[src/rtl/traffic_mch_gen.sv]
// traffic_mch_gen: NUM_CH periodic UL/DL packet-ID channels merged round-robin
// onto one valid/ready stream. An event that finds its channel still pending is
// dropped. Define TRAFFIC_DROP_CNT_EN to build the 16-bit saturating drop counter;
// without it o_drop_cnt is tied to 0.
module traffic_mch_gen #(
  parameter int unsigned NUM_CH   = 4,
  parameter int unsigned ID_W     = 8,
  parameter int unsigned PERIOD_W = 4,
  parameter int unsigned CH_W     = (NUM_CH > 1) ? $clog2(NUM_CH) : 1
) (
  input  logic                       i_clk,
  input  logic                       i_rst,
  input  logic                       i_ena,
  input  logic [2*NUM_CH-1:0]        i_ch_mode,
  input  logic [PERIOD_W*NUM_CH-1:0] i_cfg_period,
  input  logic                       i_seed_load,
  input  logic [ID_W-1:0]            i_seed,
  input  logic                       i_ready,
  output logic                       o_valid,
  output logic [ID_W-1:0]            o_packet_id,
  output logic                       o_dir_dl,
  output logic [CH_W-1:0]            o_ch,
  output logic [7:0]                 o_seq,
  output logic                       o_drop_pulse,
  output logic [15:0]                o_drop_cnt
);

  localparam logic [1:0] ModeIdle = 2'b00;
  localparam logic [1:0] ModeUl   = 2'b01;
  localparam logic [1:0] ModeDl   = 2'b10;
  localparam logic [1:0] ModeAlt  = 2'b11;

  // Feedback taps: bits 7,5,4,3 for 8-bit IDs, bits 15,14,12,3 for 16-bit IDs.
  localparam logic [15:0]     TapsFull = (ID_W == 16) ? 16'hD008 : 16'h00B8;
  localparam logic [ID_W-1:0] Taps     = TapsFull[ID_W-1:0];

  if (!((ID_W == 8) || (ID_W == 16))) begin : g_bad_id_w
    $error("traffic_mch_gen: ID_W must be 8 or 16");
  end
  if ((NUM_CH < 1) || (NUM_CH > 8)) begin : g_bad_num_ch
    $error("traffic_mch_gen: NUM_CH must be 1..8");
  end

  function automatic logic [ID_W-1:0] f_lfsr_next(input logic [ID_W-1:0] v);
    return {v[ID_W-2:0], ^(v & Taps)};
  endfunction

  function automatic logic [ID_W-1:0] f_rotl(input logic [ID_W-1:0] v, input int unsigned sh);
    logic [2*ID_W-1:0] dbl;
    dbl = {v, v} << sh;
    return dbl[2*ID_W-1:ID_W];
  endfunction

  // An all-zero LFSR would lock up, so zero seeds become 1.
  function automatic logic [ID_W-1:0] f_seed_fix(input logic [ID_W-1:0] v);
    return (v == '0) ? ID_W'(1) : v;
  endfunction

  // Per-channel state
  logic [PERIOD_W-1:0] r_cnt  [NUM_CH];
  logic [ID_W-1:0]     r_ul   [NUM_CH];
  logic [ID_W-1:0]     r_dl   [NUM_CH];
  logic [ID_W-1:0]     r_pid  [NUM_CH];
  logic [7:0]          r_seq  [NUM_CH];
  logic [7:0]          r_pseq [NUM_CH];
  logic [NUM_CH-1:0]   r_alt;
  logic [NUM_CH-1:0]   r_pend;
  logic [NUM_CH-1:0]   r_pdir;
  logic [CH_W-1:0]     r_last;

  logic [NUM_CH-1:0]   w_active;
  logic [NUM_CH-1:0]   w_event;
  logic [NUM_CH-1:0]   w_accept;
  logic [NUM_CH-1:0]   w_drop;
  logic [NUM_CH-1:0]   w_dir;
  logic [NUM_CH-1:0]   w_grant_hit;
  logic [ID_W-1:0]     w_id      [NUM_CH];
  logic [ID_W-1:0]     w_ul_seed [NUM_CH];
  logic [ID_W-1:0]     w_dl_seed [NUM_CH];
  logic                w_grant_vld;
  logic                w_take;
  logic [CH_W-1:0]     w_grant_ch;
  logic [CH_W-1:0]     w_idx;

  // Round-robin arbiter: nearest pending channel after last_grant wins.
  always_comb begin
    w_grant_vld = 1'b0;
    w_grant_ch  = '0;
    w_idx       = '0;
    for (int k = NUM_CH; k >= 1; k--) begin
      w_idx = CH_W'((32'(r_last) + 32'(k)) % NUM_CH);
      if (r_pend[w_idx]) begin
        w_grant_vld = 1'b1;
        w_grant_ch  = w_idx;
      end
    end
    w_take = w_grant_vld && (!o_valid || i_ready);
    for (int c = 0; c < NUM_CH; c++) begin
      w_grant_hit[c] = w_take && (w_grant_ch == CH_W'(c));
    end
  end

  // Per-channel event, drop, ID/direction selection and seed values.
  always_comb begin
    w_active = '0;
    w_event  = '0;
    w_accept = '0;
    w_drop   = '0;
    w_dir    = '0;
    for (int c = 0; c < NUM_CH; c++) begin
      w_id[c]      = r_ul[c];
      w_active[c]  = i_ena && (i_ch_mode[2*c +: 2] != ModeIdle);
      w_event[c]   = w_active[c] && (r_cnt[c] >= i_cfg_period[PERIOD_W*c +: PERIOD_W]);
      // A packet being granted this cycle frees the slot for the new event.
      w_drop[c]    = w_event[c] && r_pend[c] && !w_grant_hit[c];
      w_accept[c]  = w_event[c] && !(r_pend[c] && !w_grant_hit[c]);
      case (i_ch_mode[2*c +: 2])
        ModeUl:  begin w_id[c] = r_ul[c]; w_dir[c] = 1'b0; end
        ModeDl:  begin w_id[c] = r_dl[c]; w_dir[c] = 1'b1; end
        ModeAlt: begin w_id[c] = r_alt[c] ? r_dl[c] : r_ul[c]; w_dir[c] = r_alt[c]; end
        default: begin w_id[c] = r_ul[c]; w_dir[c] = 1'b0; end
      endcase
      w_ul_seed[c] = f_seed_fix(f_rotl(i_seed, c));
      w_dl_seed[c] = f_seed_fix(~f_rotl(i_seed, c));
    end
  end

  // Channel state: period counters, LFSRs, sequence and pending slots.
  always_ff @(posedge i_clk) begin
    if (i_rst) begin
      r_alt  <= '0;
      r_pend <= '0;
      r_pdir <= '0;
      for (int c = 0; c < NUM_CH; c++) begin
        r_cnt[c]  <= '0;
        r_ul[c]   <= ID_W'(1);
        r_dl[c]   <= ~ID_W'(1);
        r_pid[c]  <= '0;
        r_seq[c]  <= '0;
        r_pseq[c] <= '0;
      end
    end else begin
      for (int c = 0; c < NUM_CH; c++) begin
        if (w_event[c] || !w_active[c]) r_cnt[c] <= '0;
        else                            r_cnt[c] <= r_cnt[c] + PERIOD_W'(1);
        if (w_grant_hit[c]) r_pend[c] <= 1'b0;
        if (w_accept[c]) begin
          r_pend[c] <= 1'b1;
          r_pid[c]  <= w_id[c];
          r_pdir[c] <= w_dir[c];
          r_pseq[c] <= r_seq[c];
          r_seq[c]  <= r_seq[c] + 8'd1;
          r_ul[c]   <= f_lfsr_next(r_ul[c]);
          r_dl[c]   <= f_lfsr_next(r_dl[c]);
          if (i_ch_mode[2*c +: 2] == ModeAlt) r_alt[c] <= ~r_alt[c];
        end
        // Seed load overrides the event's LFSR advance and alt toggle.
        if (i_seed_load) begin
          r_ul[c]  <= w_ul_seed[c];
          r_dl[c]  <= w_dl_seed[c];
          r_alt[c] <= 1'b0;
        end
      end
    end
  end

  // Output register: loads on grant when empty or being accepted.
  always_ff @(posedge i_clk) begin
    if (i_rst) begin
      o_valid     <= 1'b0;
      o_packet_id <= '0;
      o_dir_dl    <= 1'b0;
      o_ch        <= '0;
      o_seq       <= '0;
      r_last      <= CH_W'(NUM_CH - 1);
    end else if (w_take) begin
      o_valid     <= 1'b1;
      o_packet_id <= r_pid[w_grant_ch];
      o_dir_dl    <= r_pdir[w_grant_ch];
      o_ch        <= w_grant_ch;
      o_seq       <= r_pseq[w_grant_ch];
      r_last      <= w_grant_ch;
    end else if (i_ready) begin
      o_valid     <= 1'b0;
    end
  end

  // Drop pulse: any channel dropped an event this cycle.
  always_ff @(posedge i_clk) begin
    if (i_rst) o_drop_pulse <= 1'b0;
    else       o_drop_pulse <= |w_drop;
  end

`ifdef TRAFFIC_DROP_CNT_EN
  logic [3:0]  w_drop_sum;
  logic [16:0] w_drop_add;
  logic [15:0] r_drop_cnt;

  // Sum of simultaneous drops added onto the running count.
  always_comb begin
    w_drop_sum = '0;
    for (int c = 0; c < NUM_CH; c++) begin
      w_drop_sum = w_drop_sum + 4'(w_drop[c]);
    end
    w_drop_add = {1'b0, r_drop_cnt} + 17'(w_drop_sum);
  end

  // Saturating drop counter.
  always_ff @(posedge i_clk) begin
    if (i_rst)              r_drop_cnt <= '0;
    else if (w_drop_add[16]) r_drop_cnt <= 16'hFFFF;
    else                    r_drop_cnt <= w_drop_add[15:0];
  end

  assign o_drop_cnt = r_drop_cnt;
`else
  assign o_drop_cnt = 16'h0000;
`endif

endmodule

[config.mk]
export PLATFORM = sky130hd
export DESIGN_NAME = traffic_mch_gen
export DESIGN_NICKNAME = d
export VERILOG_FILES = /design/src/rtl/traffic_mch_gen.sv
export SDC_FILE = /design/constraint.sdc
export NUM_CORES = 1
export LEC_CHECK = 0
export ABC_AREA = 1
export CAP_MARGIN = 10
export CORE_MARGIN = 2
export CORE_UTILIZATION = 55
export CTS_CLUSTER_DIAMETER = 100
export CTS_CLUSTER_SIZE = 24
export DETAILED_ROUTE_END_ITERATION = 10
export GPL_TIMING_DRIVEN = 0
export PLACE_DENSITY = 0.78
export SETUP_SLACK_MARGIN = 0.1
export SLEW_MARGIN = 5
export SYNTH_ARGS = -nofsm -noshare
export SYNTH_HDL_FRONTEND = slang
export SYNTH_SLANG_ARGS = --single-unit
[constraint.sdc]
create_clock -name i_clk -period 3.69 [get_ports i_clk]
set_input_delay 0.5535 -clock i_clk [delete_from_list [all_inputs] [get_ports i_clk]]
set_output_delay 0.5535 -clock i_clk [all_outputs]
set_load 0.1 [all_outputs]
==> key figures <==
STA
  • Final Hold Vio Count: 0
  • Final worst slack: around 660 ps
  • Clock period minus worst slack: 3030 ps
  • Worst Tran Pin Value: 1040 ps
  • Setup Viol. Count Final: 0
  • Final setup TNS: 0 ps
  • Final period util: ~82%
  • Slew Viols, Final: 0
  • Relative slew slack: 30.6%
  • RSZ-0062 raised after global routing: false
  • Clock skew: ~19 ps
  • F_max: 330 MHz

Place
  • # port buffers: 56
  • Placer Congestion: 0.911
  • Setup WS pre-CTS: 153 ps
  • Placed inst area: between 10,000 and 15,000 um2
  • Dpl hpwl: 18.3 mm

Finish
  • Commonest non-fill, non-tap cell in the layout: nand2_1
  • Fin area: 12,200 um2
  • Most frequent cells in the layout: 301 x nand2_1, 176 x edfxtp_1, 164 x inv_1, 157 x nor2_1, 93 x nand3_1
  • Synthesis-to-finish area growth: 12.5%
  • Layout cells sized above 1: 5.63%
  • Nets: 1,389

Worst setup path
  • FF-to-FF End: r_pseq[2][3]$_SDFFCE_PN0P_
  • Worst Setup Start Kind: input port
  • Max Fanout on Critical Path: 24
  • Worst r2r src: r_last[0]$_SDFFE_PP1P_
  • Critical path startpoint: i_rst
  • FF-to-FF setup slack: between 700 and 800 ps
  • Setup CP Type: in2reg
  • Critical Path End Type: flip-flop
  • Worst Reg-to-Reg Cells: 13
  • CP Data Arrival Time: 3130 ps
  • Critical Path RT: 3780 ps

Clock tree
  • Worst-Skew Late Latency: 480 ps
  • Root buf cell: clkbuf_16
  • Post-CTS setup buffers: 0
  • CTS tree: built
  • Count of hold-fix buffers inserted at cts: 0
  • Clock buffer depth: 3
  • TritonCTS Buffers: 12
  • Clk sinks: 211
  • CTS clock-pin slew for the worst setup and hold paths: 100 ps
  • CTS resizes: 0
  • H-tree depth: 1

Synth
  • Syn. warnings: 0
  • Mapped Area: 10,900 um2
  • Post-synth cell types: 37
  • Synth Instances: about 1,200
  • Yosys reg bits: 211
  • Syn avg cell area: slightly below 9 um2
  • Post-synthesis sequential area ratio: 55.2%

Power and ir drop
  • Psw: ~3 mW
  • Power density cells: 596 nW/um2
  • Logic gate share of total power: 39.4%
  • Clock Power Share: 19.2%
  • Sw Ratio: 41.2%
  • Cell leakage power: 5.34 nW
  • Seq pwr share: 41.4%
  • Internal power: 4.28 mW
  • Pwr Total: 7.28 mW
  • Worst IR Drop VDD: 404 uV

Floorplan
  • Initial core utilization: a little under three fifths
  • IO Pins: 74
  • Row cnt: 51
  • Chip Height: ~140 um
  • DIE WIDTH: 144 um
  • Die area: 20,900 um2
  • Core area: between 15,000 and 20,000 um2

Global route
  • Initial antenna violation count: 1
  • Grt ovf: 0
  • First-pass GRT wire length: 38.9 mm
  • Largest net degree at the start of global routing: 26
  • Gr usage total: 24.0%
  • Number of global-route vias before repair: approximately 7,700

Detailed routing
  • Routed vias/inst: 5.27
  • Post-Route M1 WL: 10.7 mm
  • Starting DRC count in detailed routing: approximately 860
  • Post-route ant nets: 0
  • Mean routed wirelength per cell: 15.5 um
  • DR DRC count: 0
  • Via count: around 8,400
  • Top sig layer: met4
  • Met3 WL: 1.82 mm
  • DR WL met2: 11.3 mm
  • Wirelength, routed: between 20 and 25 mm
  • TritonRoute pass-1 iters: 7

Worst hold path
  • Worst hold path class: reg2reg
  • Hold EP: r_pdir[2]$_SDFFE_PP0P_
  • Hold Startpoint: r_pdir[2]$_SDFFE_PP0P_
  • Hold depth: 2

Flow run
  • Max Cap Viol: 0

Status
  • Status: completed
state kept, by name, summed over array words and instances, names as in the netlist:
name          flops
r_dl             32
r_pid            32
r_pseq           32
r_seq            32
r_ul             32
r_cnt            16
o_packet_id       8
o_seq             8
r_alt             4
r_pdir            4
r_pend            4
o_ch              2
r_last            2
o_dir_dl          1
o_drop_pulse      1
o_valid           1
logic make-up (layout without fill, tap and decap cells):
logic type      Yosys count  count (layout)  synth area share [%]
flops                   211             211                  55.2
buf+inv                 226             300                  8.90
fa+ha+maj                24              24                  2.77
simple gates            595             595                  23.4
xor+xnor                 45              45                  3.63
other cells               2              33                0.0692
compound gates          125             125                  6.08
power groups by stage:
stage,registers [mW],logic [mW],clock network (mW)
floorplan,3.59,1.55,0
global placement,3.05,2.76,0
detailed placement,3.06,2.81,0
CTS,3.01,2.83,1.41
global route,3.04,3.11,1.48
finish,3.01,2.87,1.40
synthesized netlist by cell type, drive strengths merged:
| master | instances | area (um2) |
|---|---|---|
| nor3b | 3 | 27.5 |
| xnor2 | 18 | 158 |
| xor2 | 27 | 236 |
| nand4 | 13 | 81.3 |
| or2 | 1 | 6.26 |
| nor4 | 1 | 6.26 |
| nor2 | 160 | 627 |
| ha | 24 | 300 |
| nand3 | 99 | 548 |
| edfxtp | 176 | 5290 |
| nor3 | 10 | 60.1 |
| o22ai | 3 | 18.8 |
| buf | 33 | 239 |
| inv | 170 | 641 |
| conb | 2 | 7.51 |
| o21ai | 51 | 259 |
| nand2 | 308 | 1180 |
| dfxtp | 35 | 701 |
| clkbuf | 23 | 86.3 |
| a21oi | 65 | 337 |
| o211ai | 6 | 45.0 |
routing by layer:
| layer | up-vias | global-route usage [%] |
|---|---|---|
| met2 | 345 | 38.9 |
| met3 | 64 | 2.75 |
| met4 | 0 | 9.04 |
| met1 | 3876 | 33.6 |
| li1 | 4131 | - |
| met5 | - | 0 |
worst max-delay path, stage by stage:
cell,delay (ps)
clkdlybuf4s50_1,530
clkbuf_1,520
inv_1,350
clkbuf_1,330
nand2_1,820
area by class of cell:
cell class,instances,area [um2]
Inverter,170,641
Timing Repair Buffer,56,561
Tap cell,265,332
Clock inverter,1,7.51
Antenna cell,1,2.50
Sequential cell,211,5990
Buffer,56,325
Clock buffer,17,340
Multi-Input combinational cell,821,4010
Fill cell,1644,7190
worst max path at each step:
stage	end	slack, ps	cells after the start
floorplan	r_pid[0][0]$_SDFFCE_PN0P_	1140	7
global placement	r_pid[1][1]$_SDFFCE_PN0P_	210	5
detailed placement	r_seq[1][7]$_SDFFCE_PN0P_	150	5
CTS	r_pseq[1][3]$_SDFFCE_PN0P_	650	5
global route	r_pseq[0][0]$_SDFFCE_PN0P_	480	5
finish	r_seq[0][6]$_SDFFCE_PN0P_	660	5
metrics by stage:
| stage | std cells | hold WS [ps] | util [%] |
|---|---|---|---|
| floorplan | 1258 | 448 | - |
| global placement | 1579 | 461 | 61.1 |
| detailed placement | 1579 | 465 | 61.1 |
| CTS | 1597 | 479 | 62.9 |
| global route | 1597 | 511 | 62.9 |
| finish | 1598 | 477 | 62.9 |
Power figures use the tool's default switching activity.
